File: src/rtl/weight_stream_pkg.sv
`default_nettype none
// +----------------------------------------------------------------------------+
// | Module   : weight_stream_pkg                                               |
// | Purpose  : Shared types and helpers for the weight stream controller.      |
// |            - ws_state_t    : controller FSM state encoding                 |
// |            - ws_addr_width : ROM address width for a given word depth      |
// | Revision : 1.0 - initial release                                           |
// +----------------------------------------------------------------------------+
package weight_stream_pkg;

  typedef enum logic [1:0] {
    IDLE  = 2'd0,
    ISSUE = 2'd1,
    DRAIN = 2'd2,
    DONE  = 2'd3
  } ws_state_t;

  // One spare bit over the minimum so OUT_DEPTH values that are exact powers
  // of two still have headroom for the address register.
  function automatic int ws_addr_width(input int depth);
    return $clog2(depth) + 1;
  endfunction

endpackage
`default_nettype wire

File: src/rtl/weight_stream_fifo.sv
`default_nettype none
// +----------------------------------------------------------------------------+
// | Module   : weight_stream_fifo                                              |
// | Purpose  : Small synchronous FIFO buffering ROM words for the output       |
// |            stream. Head word is presented combinationally on dout and     |
// |            stays stable until popped.                                      |
// | Ports    : clk, rst        - clock, synchronous active-high reset          |
// |            push, din       - write a word                                  |
// |            pop, dout       - read / head word                              |
// |            count, empty,   - occupancy status                              |
// |            full                                                            |
// | Revision : 1.0 - initial release                                           |
// +----------------------------------------------------------------------------+
module weight_stream_fifo #(
  parameter  int DWIDTH     = 64,
  parameter  int FIFO_DEPTH = 4,
  localparam int CW         = $clog2(FIFO_DEPTH + 1)
) (
  input  logic              clk,
  input  logic              rst,
  input  logic              push,
  input  logic              pop,
  input  logic [DWIDTH-1:0] din,
  output logic [DWIDTH-1:0] dout,
  output logic [CW-1:0]     count,
  output logic              empty,
  output logic              full
);

  localparam int c_pw = (FIFO_DEPTH > 1) ? $clog2(FIFO_DEPTH) : 1;

  logic [DWIDTH-1:0] r_mem [FIFO_DEPTH];
  logic [c_pw-1:0]   r_wr_ptr;
  logic [c_pw-1:0]   r_rd_ptr;
  logic [CW-1:0]     r_count;
  logic              w_push;
  logic              w_pop;

  assign empty = (r_count == '0);
  assign full  = (r_count == CW'(FIFO_DEPTH));
  assign count = r_count;
  assign dout  = r_mem[r_rd_ptr];

  // A push into a full FIFO is only legal when a pop frees the slot in the
  // same cycle; anything else is dropped here and flagged below.
  assign w_push = push && (!full || pop);
  assign w_pop  = pop && !empty;

  always_ff @(posedge clk) begin
    if (rst) begin
      r_wr_ptr <= '0;
      r_rd_ptr <= '0;
      r_count  <= '0;
    end else begin
      if (w_push) begin
        r_wr_ptr <= (r_wr_ptr == c_pw'(FIFO_DEPTH - 1)) ? '0 : r_wr_ptr + 1'b1;
      end
      if (w_pop) begin
        r_rd_ptr <= (r_rd_ptr == c_pw'(FIFO_DEPTH - 1)) ? '0 : r_rd_ptr + 1'b1;
      end
      case ({w_push, w_pop})
        2'b10:   r_count <= r_count + 1'b1;
        2'b01:   r_count <= r_count - 1'b1;
        default: r_count <= r_count;
      endcase
    end
  end

  // Storage needs no reset; only the pointers define what is valid.
  always_ff @(posedge clk) begin
    if (w_push) begin
      r_mem[r_wr_ptr] <= din;
    end
  end

`ifndef SYNTHESIS
  always_ff @(posedge clk) begin
    if (!rst) begin
      assert (!(push && full && !pop))
        else $error("weight_stream_fifo: push while full, word lost");
    end
  end
`endif

endmodule
`default_nettype wire

File: src/rtl/weight_stream_ctrl.sv
`default_nettype none
// +----------------------------------------------------------------------------+
// | Module   : weight_stream_ctrl                                              |
// | Purpose  : Streams a parameter ROM (registered read, ROM_LATENCY cycles)   |
// |            out as a valid/ready weight stream, NUM_PASSES times per start. |
// |            Reads are credit-limited against the output FIFO so that       |
// |            backpressure never drops or duplicates a word.                  |
// | Ports    : clk, rst           - clock, synchronous active-high reset       |
// |            start, num_passes  - run command (sampled in IDLE)              |
// |            busy, done         - run status / end-of-run pulse              |
// |            rom_addr, rom_ce,  - ROM address0 / ce0 / q0                    |
// |            rom_q                                                           |
// |            data_out[P],       - unpacked weight beat and handshake         |
// |            data_out_valid,                                                 |
// |            data_out_ready                                                  |
// | Revision : 1.0 - initial release                                           |
// +----------------------------------------------------------------------------+
module weight_stream_ctrl
  import weight_stream_pkg::*;
#(
  parameter  int WEIGHT_PRECISION_0       = 16,
  parameter  int WEIGHT_PARALLELISM_DIM_0 = 4,
  parameter  int WEIGHT_PARALLELISM_DIM_1 = 1,
  parameter  int OUT_DEPTH                = 8,
  parameter  int ROM_LATENCY              = 2,
  parameter  int FIFO_DEPTH               = 4,
  parameter  int PASS_WIDTH               = 8,
  localparam int P      = WEIGHT_PARALLELISM_DIM_0 * WEIGHT_PARALLELISM_DIM_1,
  localparam int DWIDTH = WEIGHT_PRECISION_0 * P,
  localparam int AWIDTH = ws_addr_width(OUT_DEPTH)
) (
  input  logic                          clk,
  input  logic                          rst,
  input  logic                          start,
  input  logic [PASS_WIDTH-1:0]         num_passes,
  output logic                          busy,
  output logic                          done,
  output logic [AWIDTH-1:0]             rom_addr,
  output logic                          rom_ce,
  input  logic [DWIDTH-1:0]             rom_q,
  output logic [WEIGHT_PRECISION_0-1:0] data_out [P],
  output logic                          data_out_valid,
  input  logic                          data_out_ready
);

  localparam int c_cw = $clog2(FIFO_DEPTH + 1);
  localparam int c_iw = $clog2(ROM_LATENCY + 1);

  ws_state_t             r_state;
  logic                  r_busy;
  logic                  r_done;
  logic [AWIDTH-1:0]     r_rom_addr;
  logic [PASS_WIDTH-1:0] r_num_passes;
  logic [PASS_WIDTH-1:0] r_pass_cnt;
  // Bit 0 is the read issued last cycle; the top bit marks the read whose
  // data is on rom_q this cycle.
  logic [ROM_LATENCY-1:0] r_vpipe;

  logic [c_iw-1:0]   w_inflight;
  logic [c_cw-1:0]   w_fifo_count;
  logic              w_fifo_empty;
  logic              w_fifo_full;
  logic [DWIDTH-1:0] w_fifo_dout;
  logic              w_credit;
  logic              w_issue;
  logic              w_push;
  logic              w_pop;
  logic              w_last_addr;
  logic              w_last_pass;
  logic              w_drained;

  assign rom_ce         = 1'b1;
  assign rom_addr       = r_rom_addr;
  assign busy           = r_busy;
  assign done           = r_done;
  assign data_out_valid = !w_fifo_empty;

  // Number of reads whose data has not yet landed in the FIFO.
  always_comb begin
    w_inflight = '0;
    for (int i = 0; i < ROM_LATENCY; i++) begin
      w_inflight = w_inflight + c_iw'(r_vpipe[i]);
    end
  end

  // Every issued read owns a FIFO slot from the moment it is issued, so the
  // returning word always has somewhere to go regardless of backpressure.
  assign w_credit    = ((int'(w_fifo_count) + int'(w_inflight)) < FIFO_DEPTH) && !w_fifo_full;
  assign w_issue     = (r_state == ISSUE) && w_credit;
  assign w_push      = r_vpipe[ROM_LATENCY-1];
  assign w_pop       = data_out_valid && data_out_ready;
  assign w_last_addr = (r_rom_addr == AWIDTH'(OUT_DEPTH - 1));
  assign w_last_pass = (r_pass_cnt == (r_num_passes - 1'b1));

  // The run is over once nothing is in flight and the last buffered beat is
  // either gone or being accepted this very cycle.
  assign w_drained = (r_vpipe == '0) &&
                     (w_fifo_empty || ((w_fifo_count == c_cw'(1)) && w_pop));

  always_ff @(posedge clk) begin
    if (rst) begin
      r_state      <= IDLE;
      r_busy       <= 1'b0;
      r_done       <= 1'b0;
      r_rom_addr   <= '0;
      r_num_passes <= '0;
      r_pass_cnt   <= '0;
      r_vpipe      <= '0;
    end else begin
      r_vpipe <= (r_vpipe << 1) | ROM_LATENCY'(w_issue);
      r_done  <= 1'b0;
      case (r_state)
        IDLE: begin
          if (start) begin
            r_num_passes <= num_passes;
            r_pass_cnt   <= '0;
            r_rom_addr   <= '0;
            if (num_passes == '0) begin
              r_state <= DONE;
              r_done  <= 1'b1;
            end else begin
              r_state <= ISSUE;
              r_busy  <= 1'b1;
            end
          end
        end
        ISSUE: begin
          if (w_issue) begin
            if (w_last_addr) begin
              r_rom_addr <= '0;
              r_pass_cnt <= r_pass_cnt + 1'b1;
              if (w_last_pass) begin
                r_state <= DRAIN;
              end
            end else begin
              r_rom_addr <= r_rom_addr + 1'b1;
            end
          end
        end
        DRAIN: begin
          if (w_drained) begin
            r_state <= DONE;
            r_busy  <= 1'b0;
            r_done  <= 1'b1;
          end
        end
        DONE: begin
          r_state <= IDLE;
        end
        default: begin
          r_state <= IDLE;
          r_busy  <= 1'b0;
        end
      endcase
    end
  end

  weight_stream_fifo #(
    .DWIDTH     (DWIDTH),
    .FIFO_DEPTH (FIFO_DEPTH)
  ) u_fifo (
    .clk   (clk),
    .rst   (rst),
    .push  (w_push),
    .pop   (w_pop),
    .din   (rom_q),
    .dout  (w_fifo_dout),
    .count (w_fifo_count),
    .empty (w_fifo_empty),
    .full  (w_fifo_full)
  );

  for (genvar j = 0; j < P; j++) begin : g_unpack
    assign data_out[j] = w_fifo_dout[WEIGHT_PRECISION_0*j +: WEIGHT_PRECISION_0];
  end

endmodule
`default_nettype wire

File: config.mk
export PLATFORM = sky130hd
export DESIGN_NAME = weight_stream_ctrl
export DESIGN_NICKNAME = d
export VERILOG_FILES = /design/src/rtl/weight_stream_pkg.sv /design/src/rtl/weight_stream_fifo.sv /design/src/rtl/weight_stream_ctrl.sv
export SDC_FILE = /design/constraint.sdc
export NUM_CORES = 1
export LEC_CHECK = 0
export ABC_AREA = 1
export CAP_MARGIN = 5
export CORE_UTILIZATION = 54
export DETAILED_ROUTE_END_ITERATION = 10
export GPL_TIMING_DRIVEN = 0
export HOLD_SLACK_MARGIN = 0.06
export PLACE_DENSITY = 0.79
export SKIP_CTS_REPAIR_TIMING = 1
export SYNTH_ARGS = -nofsm -noshare
export SYNTH_HDL_FRONTEND = slang
export SYNTH_SLANG_ARGS = --single-unit
File: constraint.sdc
create_clock -name clk -period 5.55 [get_ports clk]
set_input_delay 1.665 -clock clk [delete_from_list [all_inputs] [get_ports clk]]
set_output_delay 1.665 -clock clk [all_outputs]
set_load 0.03 [all_outputs]
-- Yosys cells after proc, flatten, opt, wreduce, memory -nomap -nowiden
Memories as Yosys holds them, arrays and structs flattened. A register that Yosys moved wholly into a read port is not among the register bits.
Cells that the tools add are included.
- reduce and logical (&&, ||, !) cells: 23
- order comparisons: 1
- bitwise operators: 1
- $add $sub $neg: 9
- muxes and demuxes: 30
- equality and inequality tests: 17
- operator list (kind ; count):
    $mux W8 ; 3
    $mux W2 ; 10
    $pmux W8 S2 ; 1
    $mux W4 ; 3
    $ne A2 B2 Y1 const B ; 6
    $eq A2 B2 Y1 const B ; 5
    $add A8 B1 Y8 const B ; 1
    $eq A8 B8 Y1 ; 1
    $logic_not A8 Y1 ; 1
    $mux W1 ; 8
    $pmux W2 S4 ; 1
    $pmux W4 S2 ; 1
    $reduce_and A4 Y1 ; 2
    $sub A8 B1 Y8 const B ; 1
    $logic_and A1 B1 Y1 ; 7
    $pmux W3 S2 ; 1
    $reduce_bool A2 Y1 ; 3
    $reduce_and A5 Y1 ; 1
    $add A2 B1 Y2 const B ; 2
    $add A3 B2 Y4 ; 1
    $add A4 B1 Y4 const B ; 1
    $eq A2 B1 Y1 const B ; 2
    $eq A4 B3 Y1 const B ; 1
    $logic_not A2 Y1 ; 2
    13 further kinds ; 16
- word-level logic and storage cells: 92
- output and inout bits: 72
- memory bits (writable): 256
- memories kept: 1
- register bits after elaboration: 33
- memories (name ; words ; width ; rd ports ; clocked after memory_dff ; write ports ; RTL line ; source):
    u_fifo.r_mem ; 4 ; 64 ; 1 ; 1 ; 1 ; weight_stream_fifo.sv:32 ; logic [DWIDTH-1:0] r_mem [FIFO_DEPTH];

-- Longest topological paths before layout
Gate-level depths: netlist (run 1).
- word-level depth: 8
- mapped depth: 15
- gate-level depth less buffers: 15

-- By module
A second synthesis (run 1) with hierarchy kept.
- cells, all modules: 928
- area, all modules: 11549.8 sq um
- modules (own cells, without submodules) (module ; instances ; seq. area each (sq um) ; area an instance (sq um) ; cells each):
    weight_stream_fifo ; 1 ; 7867.5 ; 9985.8 ; 688
    weight_stream_ctrl ; 1 ; 520.5 ; 1564.0 ; 240

-- Least setup slack after synthesis (run 1)
No wires, ideal clock.
- path kind: input to register
- from: input port data_out_ready
- to: memory u_fifo.r_mem[0][0] (enable)
- path slack: 383 ps
- cell stages on the path: 4
- arrival: 4681 ps
- cells stage by stage: nand2_1 > a31oi_1 > inv_2 > nor2_1
- word-level cells in the longest chain between the ends: 5
- ends and longest elaborated chain (element ; RTL line ; source):
    from (decl) ; weight_stream_ctrl.sv:43 ; input logic data_out_ready
    $logic_and A1 B1 Y1 ; weight_stream_ctrl.sv:91 ; assign w_pop = data_out_valid && data_out_ready;
    $logic_or A1 B1 Y1 ; weight_stream_fifo.sv:46 ; assign w_push = push && (!full || pop);
    $logic_and A1 B1 Y1 ; weight_stream_fifo.sv:46 ;
    $mux W1 ; weight_stream_fifo.sv:71 ; if (w_push) begin
    $mux W1 (implied by the code) ; weight_stream_fifo.sv:72 ; r_mem[r_wr_ptr] <= din;
    to (decl) ; weight_stream_fifo.sv:32 ;
Every way passes these cells.

==> results of run 1 <==
worst min-delay path: stages, from the launching register on:
cell and delay (ps):
dfxtp_1 310, inv_1 70, nor2_1 40
routing by layer:
metal,GRT usage,wire [um],vias to the layer above
met3,0.04537,1979,45
met1,0.3020,10470,3690
met2,0.4075,12890,262
met4,0.06959,510,4
met5,0,31,-
li1,-,-,3709
layout make-up:
cell class | instances | area share
plain buffers | 46 | 0.01344
clock buffers | 33 | 0.04987
clock inverters | 19 | 0.01275
inverters | 47 | 0.01258
multi-input cells | 541 | 0.1926
flip-flops and latches | 291 | 0.5814
well taps | 275 | 0.02385
repair buffers | 154 | 0.1134
power by group:
| group | leakage [nW] | internal (mW) | switching (mW) |
|---|---|---|---|
| clock network | 0.447 | 1.07 | 0.779 |
| registers | 2.59 | 2.49 | 0.0598 |
| logic | 1.92 | 0.947 | 1.72 |
| total | 4.96 | 4.51 | 2.55 |
worst min path at each step:
stage / to / cells past startpoint / slack [ps]
after global routing: busy / 2 / 500
after floorplan: r_vpipe[1] / 2 / 430
after global placement: r_vpipe[1] / 2 / 450
final: r_vpipe[1] / 2 / 470
after CTS: r_vpipe[1] / 2 / 470
after detailed placement: r_vpipe[1] / 2 / 460
cell families (layout without fill, tap and decap cells):
kind of cell / Yosys count / in the layout
compound gates: 242 / 242
xor+xnor: 6 / 6
fa+ha+maj: 17 / 17
buf+inv: 93 / 299
flops: 291 / 291
other cells: 1 / 1
simple gates: 275 / 275
cells in the mapped netlist (2+ instances only):
library cell    n
nor2_1        169
nand2_1        70
nor3_1          4
nor2_2          4
inv_2           9
nand4_1         4
nand3_1        13
clkbuf_1       36
xnor2_1         2
inv_1          36
a21oi_1        19
dfxtp_1        35
inv_4           2
xor2_1          4
nor3_2          3
nand2_2         2
ha_1           17
o22ai_1        64
o21ai_1         2
buf_2           8
edfxtp_1      256
o21ai_0       147
per-stage QoR:
stage / hold slack [ps] / setup WS (ps) / utilization / power (mW) / TNS [ps]
3_5_place_dp: 463.9 / 1448 / 0.6453 / 5.242 / 0
5_1_grt: 496.7 / 726.3 / 0.6884 / 7.379 / 0
4_1_cts: 471.2 / 860.6 / 0.6884 / 7.087 / 0
3_3_place_gp: 452.5 / -2195 / 0.6355 / 5.186 / -518320
6_report: 469.9 / 885.6 / 0.6884 / 7.065 / 0
2_1_floorplan: 428.6 / 382.8 / - / 4.204 / 0
sequential cells by signal, summed over array words and instances, names as in the netlist, named ones only:
| register | count |
|---|---|
| rom_addr | 4 |
| u_fifo.count | 3 |
| r_state | 2 |
| r_num_passes | 8 |
| u_fifo.r_wr_ptr | 2 |
| busy | 1 |
| u_fifo.r_rd_ptr | 2 |
| r_vpipe | 2 |
| r_pass_cnt | 8 |
| u_fifo.r_mem | 256 |
| done | 1 |
==> results.toml, run 1 <==
[logic_synthesis]
ys_warn_count = 0
synthesis.area_sq_um = 11510
synth_edf_count = 256
synth_top_area_frac = 0.6678
synthAdderAreaFrac = 0.01848
yosys_most_used_dff = "edfxtp_1"
synth_top_family_by_area = "compound AO/OA/AOI/OAI gates"
synth_cells = 925
synth_cell_types = 41
ys_ff_latch = 291
synthXorXnorAreaFrac = 0.004565
synthSimpleGateAreaFrac = 0.09945
synth_mux_area_frac = 0
yosysSeqAreaShare = 0.7286
yosys-top-cells-area = "edfxtp_1 67%, o21ai_0 6.4%, dfxtp_1 6.1%"
synth_compound_area_frac = 0.1160
synth_area_leader_cell = "edfxtp_1"
syn-num-nets = 1018
syn_area_per_cell_sq_um = 12.45
ys_async_sr_fraction = 0

[critical_path]
path_max_fanout = 10
crit_family = "buffers and inverters"
end_kind = "output port"
crit_end = "data_out[27]"
critPathMaxStageDelay_ps = 740
reg2reg_setup_slack_ps = 2840
cp_num_buf_inv = 4
crit_type = "flop to output port"
r2r_cells = 9
crit_path_start_kind = "flop"
crit_slowest_cell = "clkdlybuf4s50_1"
crit_cells = 6
worstPathArrival_ps = 3000
rr_endpoint = "u_fifo.r_mem[3][17]"
worstPathCellList = "buf_2, buf_2, clkbuf_1, nor2_1, o22ai_1, clkdlybuf4s50_1"
crit_path_frequent_cell = "buf_2"
r2r-start = "u_fifo.count[0]"
required_ps = 3880

[finish]
multiInputGateArea_sq_um = 2779
final_area_sq_um = 14430
layout_commonest_cell = "edfxtp_1"
areaGrowthSynthToFinish_pct = 25.31
diodes = 0
instances_no_fill = 1406
drive_gt1_frac = 0.08400
n_fill_cell = 1464
fin_nets = 1202
final-seq-area_sq_um = 8388
layout_common_cells = "256 x edfxtp_1, 165 x nor2_1, 147 x o21ai_0, 146 x clkdlybuf4s50_1, 70 x nand2_1"

[clock_tree]
cts_root_buf = "clkbuf_16"
clockBufferDepth = 3
cts_buffers = 28
cts_tree = "yes"
clock_latency_ps = 540
cts.clk_slew.worst_paths_ps = 60
cts_max_level = 1
cts.sinks = 291

[sta]
fmax_mhz = 214.4
finalSetupViolations = 0
worst_slew_pin_slew_ps = 773.5
clock_skew_ps = 21.29
hold_violations = 0
slew_headroom = 0.4831
finalCritPeriodShare = 0.8404
finalMaxSlewViolations = 0
rsz0062_at_grt = "false"
period_minus_slack_ps = 4664

[route]
wl_um = 25890
routedWlPerCell_um = 18.41
antenna_left = 0
drc = 0
drt-pass1-iter-count = 5
via_per_inst = 5.484
via_count = 7710
drt-initial-drc-count = 567

[global_routing]
antenna_found_initial = 2
overflow = 0
grt_pass1_wl_um = 39840
grt_usage = 0.2358
grt_pass1_vias = 7780
grt_max_degree = 32

[floorplan]
initial_core_util = 0.5494
core_area_sq_um = 20960
die_h_um = 148.0
num_rows = 53
dieArea_sq_um = 21910
ios = 148
die_x_um = 148.0

[run]
drv_cap = 0

[placed_design]
gp_congestion = 0.8370
dp.cells = 1354
place_area_sq_um = 13520
io_buffers = 146
hpwl_um = 16670

[hold_path]
hold_class = "flop to flop"
holdCritStartpoint = "r_vpipe[0]"

[outcome]
status = "finished, final reports clean"

[power]
leakage_nw = 4.962
p_per_area_nw_per_um2 = 489.8
peakVddDrop_mv = 0.2975
(Power assumes the default switching activity.)
==> inputs of run 2 (changes only) <==
CORE_UTILIZATION = 50   (was 54)
PLACE_DENSITY = 0.77   (was 0.79)
clock period = 4.2 ns   (was 5.55 ns; I/O delays follow)
==> run 2 against run 1 <==
Against the previous run: clock skew decreased by 12 ps; sequential power grew 33%; worst hold slack worse by 6.0 ps; critical endpoint is now data_out[3]; non-clock buffer count is the same; setup slack got worse by 750 ps; flip-flop and latch count did not move; utilization down 4.9 points; first-iteration DRC count fell by 8.3%; cell area up 0.40%; final cell count rose by 0.85%; register-to-register slack got worse by 1300 ps.
==> results.toml, run 2 (same netlist as run 1, synthesis figures left out) <==
[outcome]
status = "finished, final reports clean"

[global_routing]
grt_usage = 0.2136
grt_pass1_vias = 7303
grt_max_degree = 29
overflow = 0
grt_pass1_wl_um = 38710
antenna_found_initial = 2

[critical_path]
crit_path_frequent_cell = "buf_2"
critPathMaxStageDelay_ps = 710
worstPathArrival_ps = 2810
crit_family = "buffers and inverters"
required_ps = 2940
end_kind = "output port"
crit_path_start_kind = "flop"
path_max_fanout = 10
cp_num_buf_inv = 4
crit_type = "flop to output port"
worstPathCellList = "buf_2, buf_2, clkbuf_2, nor2_1, o22ai_1, clkdlybuf4s50_1"
crit_slowest_cell = "clkdlybuf4s50_1"

[floorplan]
ios = 148
die_x_um = 153.7
die_h_um = 153.7
num_rows = 55
dieArea_sq_um = 23640
initial_core_util = 0.5085
core_area_sq_um = 22640

[route]
routed-wl-met3_um = 1925
antenna_left = 0
drt-initial-drc-count = 520
via_per_inst = 5.398
drc = 0
routedWlPerCell_um = 17.80
wl_met1_um = 10390
wl_um = 25240
drt-pass1-iter-count = 4
via_count = 7655
highest_layer = "met5"
dr_wl_met2_um = 12290

[finish]
drive_gt1_frac = 0.09099
instances_no_fill = 1418
fin_nets = 1203
final_util = 0.6397
reg.largest.list = "u_fifo.r_mem: 256 flops, r_num_passes: 8 flops, r_pass_cnt: 8 flops"
layout_common_cells = "256 x edfxtp_1, 165 x nor2_1, 147 x o21ai_0, 141 x clkdlybuf4s50_1, 70 x nand2_1"
areaGrowthSynthToFinish_pct = 25.81
largest_register = "u_fifo.r_mem"
layout_commonest_cell = "edfxtp_1"
largest_reg_flops = 256

[power]
p_per_area_nw_per_um2 = 646.7
leakage_nw = 5.042
peakVddDrop_mv = 0.4611

[clock_tree]
cts_max_level = 1
cts_buffers = 29
cts_tree = "yes"
cts_root_buf = "clkbuf_16"
cts.sinks = 291
clock_latency_ps = 540
cts.clk_slew.worst_paths_ps = 60
clockBufferDepth = 3

[placed_design]
hpwl_um = 16340
io_buffers = 146
dp.cells = 1364
gp_congestion = 0.8191

[sta]
period_minus_slack_ps = 4067
fmax_mhz = 245.9
worst_slew_pin_slew_ps = 787.5
clock_skew_ps = 8.836
rsz0062_at_grt = "true"
slew_headroom = 0.4737
finalSetupViolations = 0
hold_violations = 0
finalCritPeriodShare = 0.9684
finalMaxSlewViolations = 0

[hold_path]
hold_class = "flop to flop"

[run]
drv_cap = 0
==> run 2: area by class of cell <==
class                   count  area (sq um)
diodes                      1         2.502
plain buffers              46         207.7
clock buffers              32         737.0
clock inverters            21         190.2
fillers                  1693          8157
inverters                  47         181.4
multi-input cells         541          2779
flip-flops and latches    291          8388
well taps                 285         356.6
repair buffers            154          1642
==> run 2: through the flow <==
stage / TNS, ps / setup slack [ps] / power [mW] / hold WS (ps) / cell area [sq um]
3_3_place_gp: -787890 / -3258 / 6.884 / 449.3 / 13330
2_1_floorplan: -143920 / -562.2 / 5.556 / 428.6 / 11510
3_5_place_dp: 0 / 505.4 / 6.938 / 453.3 / 13530
6_report: 0 / 132.9 / 9.367 / 463.9 / 14480
5_1_grt: -1.842 / -1.842 / 9.798 / 484.4 / 14480
4_1_cts: -665.1 / -89.56 / 9.427 / 463.5 / 14460
==> run 2: layer usage <==
| layer | vias to the layer above | GRT usage |
|---|---|---|
| li1 | 3712 | - |
| met1 | 3621 | 0.2812 |
| met2 | 274 | 0.3552 |
| met3 | 46 | 0.04115 |
| met4 | 2 | 0.07524 |
| met5 | - | 0 |
==> run 2: power by group <==
| group | switching [mW] | leakage, nW | internal [mW] | total [mW] |
|---|---|---|---|---|
| logic | 2.25 | 2.00 | 1.25 | 3.51 |
| registers | 0.0796 | 2.59 | 3.30 | 3.38 |
| clock network | 1.04 | 0.453 | 1.45 | 2.48 |
| total | 3.37 | 5.04 | 6.00 | 9.37 |
==> run 2: worst paths after layout <==
kind / to / slack (ps) / cells past startpoint / startpoint
worst max register to register: u_fifo.r_mem[0][63] / 1570 / 9 / u_fifo.count[0]
worst min-delay path: r_vpipe[1] / 460 / 2 / r_vpipe[0]
worst max-delay path: data_out[3] / 130 / 6 / flop
worst min register to register: r_vpipe[1] / 460 / 2 / r_vpipe[0]
==> run 2: worst register-to-register path, stage by stage (launching register included) <==
cell     delay, ps
dfxtp_1        410
inv_1          110
ha_1           240
nand2_1         90
nand2_1        100
a31oi_1        170
inv_2          150
nor2_4         520
buf_12         270
buf_12         220
==> inputs of run 3 (changes only) <==
CAP_MARGIN = 20   (was 5)
CORE_UTILIZATION = 54   (was 50)
PLACE_DENSITY = 0.79   (was 0.77)
clock period = 5 ns   (was 4.2 ns; I/O delays follow)
==> run 3 against run 2 <==
Against the previous run: flip-flop and latch count unchanged; clock power down 16%; sequential share of layout area up 0.20 points; clock skew up 6.4 ps; via count up 1.6%; cell area down 0.34%; register-to-register slack better by 740 ps; critical path depth down 1; sequential power down 16%; critical path type unchanged; largest cell class unchanged; highest routed layer unchanged.
==> results.toml, run 3 (same netlist as run 1, synthesis figures left out) <==
[critical_path]
crit_slowest_cell = "clkdlybuf4s50_1"
crit_path_start_kind = "flop"
crit_type = "flop to output port"
path_max_fanout = 10
worstPathCellList = "clkbuf_1, clkbuf_1, o21ai_0, o22ai_1, clkdlybuf4s50_1"
crit_path_frequent_cell = "clkbuf_1"
worstPathArrival_ps = 3010
end_kind = "output port"
required_ps = 3500
critPathMaxStageDelay_ps = 740

[floorplan]
dieArea_sq_um = 21910
die_x_um = 148.0
core_area_sq_um = 20960
ios = 148
die_h_um = 148.0
num_rows = 53
initial_core_util = 0.5494

[finish]
largest_reg_flops = 256
fin_nets = 1202
final_area_sq_um = 14440
final_util = 0.6889
reg.largest.list = "u_fifo.r_mem: 256 flops, r_num_passes: 8 flops, r_pass_cnt: 8 flops"
layout_commonest_cell = "edfxtp_1"
n_fill_cell = 1471
diodes = 0
areaGrowthSynthToFinish_pct = 25.39
largest_register = "u_fifo.r_mem"
drive_gt1_frac = 0.07604
layout_common_cells = "256 x edfxtp_1, 165 x nor2_1, 147 x o21ai_0, 146 x clkdlybuf4s50_1, 70 x nand2_1"

[clock_tree]
cts.clk_slew.worst_paths_ps = 60
cts_buffers = 28
cts_max_level = 1
cts_root_buf = "clkbuf_16"
cts_tree = "yes"
clockBufferDepth = 3
clock_latency_ps = 540
cts.sinks = 291

[outcome]
status = "finished, final reports clean"

[power]
peakVddDrop_mv = 0.3253
p_per_area_nw_per_um2 = 544.9
leakage_nw = 4.958
power_mw = 7.865

[global_routing]
grt_usage = 0.2353
grt_pass1_wl_um = 39760
antenna_found_initial = 3
grt_max_degree = 32
overflow = 0
grt_pass1_vias = 7770

[sta]
slew_headroom = 0.4826
finalCritPeriodShare = 0.9012
rsz0062_at_grt = "false"
period_minus_slack_ps = 4506
hold_violations = 0
clock_skew_ps = 15.27
worst_slew_pin_slew_ps = 774.2
finalMaxSlewViolations = 0
finalSetupViolations = 0
fmax_mhz = 221.9

[route]
drt-pass1-iter-count = 5
wl_um = 25810
drc = 0
via_per_inst = 5.533
routedWlPerCell_um = 18.36
antenna_left = 0
via_count = 7780
drt-initial-drc-count = 584

[placed_design]
gp_congestion = 0.8370
place_area_sq_um = 13520
hpwl_um = 16610
io_buffers = 146

[run]
drv_cap = 0

[hold_path]
hold_class = "flop to flop"
[run 3: per-stage QoR]
stage	TNS [ps]	hold WS, ps	instances	setup WS, ps
floorplan	-558.1	428.6	925	-2.180
global placement	-616880	452.5	1346	-2580
finish	0	467.2	1406	493.8
global route	0	496.7	1406	314.1
detailed placement	0	462.6	1354	1066
CTS	0	469.5	1406	474.4
[run 3: critical path: cells and delay by family (launching register included)]
family,cells,cell delay [ps]
AO/OA/AOI/OAI,2,500
buffers and inverters,3,1610
flip-flops,1,360
[run 3: final timing paths]
| path | cells after the start | from | slack (ps) | end |
|---|---|---|---|---|
| worst max-delay path | 5 | flop | 490 | data_out[56] |
| worst min-delay path | 2 | r_vpipe[0] | 470 | r_vpipe[1] |
| worst max register to register | 9 | u_fifo.count[0] | 2310 | u_fifo.r_mem[3][42] |
| worst min register to register | 2 | r_vpipe[0] | 470 | r_vpipe[1] |
[run 3: area by class of cell]
class | count | area (sq um) | share of cell area
clock buffer | 35 | 726.9 | 0.05036
clock inverter | 17 | 185.2 | 0.01283
inverter | 47 | 181.4 | 0.01257
multi-input combinational | 541 | 2779 | 0.1925
sequential | 291 | 8388 | 0.5811
timing repair buffer | 154 | 1637 | 0.1134
tap | 275 | 344.1 | 0.02384
buffer | 46 | 193.9 | 0.01344
[run 3: power by group]
part           leakage [nW]  internal, mW  switching (mW)
registers              2.59          2.77          0.0659
clock network         0.443          1.23           0.845
logic                  1.92          1.05            1.90
total                  4.96          5.05            2.81
[run 3: layer usage]
layer / vias to the layer above / GRT usage / part of all wire
met3: 51 / 0.04475 / 0.077
met1: 3722 / 0.3028 / 0.40
li1: 3710 / - / -
met4: 6 / 0.08454 / 0.025
met5: - / 0 / 0.0015
met2: 291 / 0.3988 / 0.50
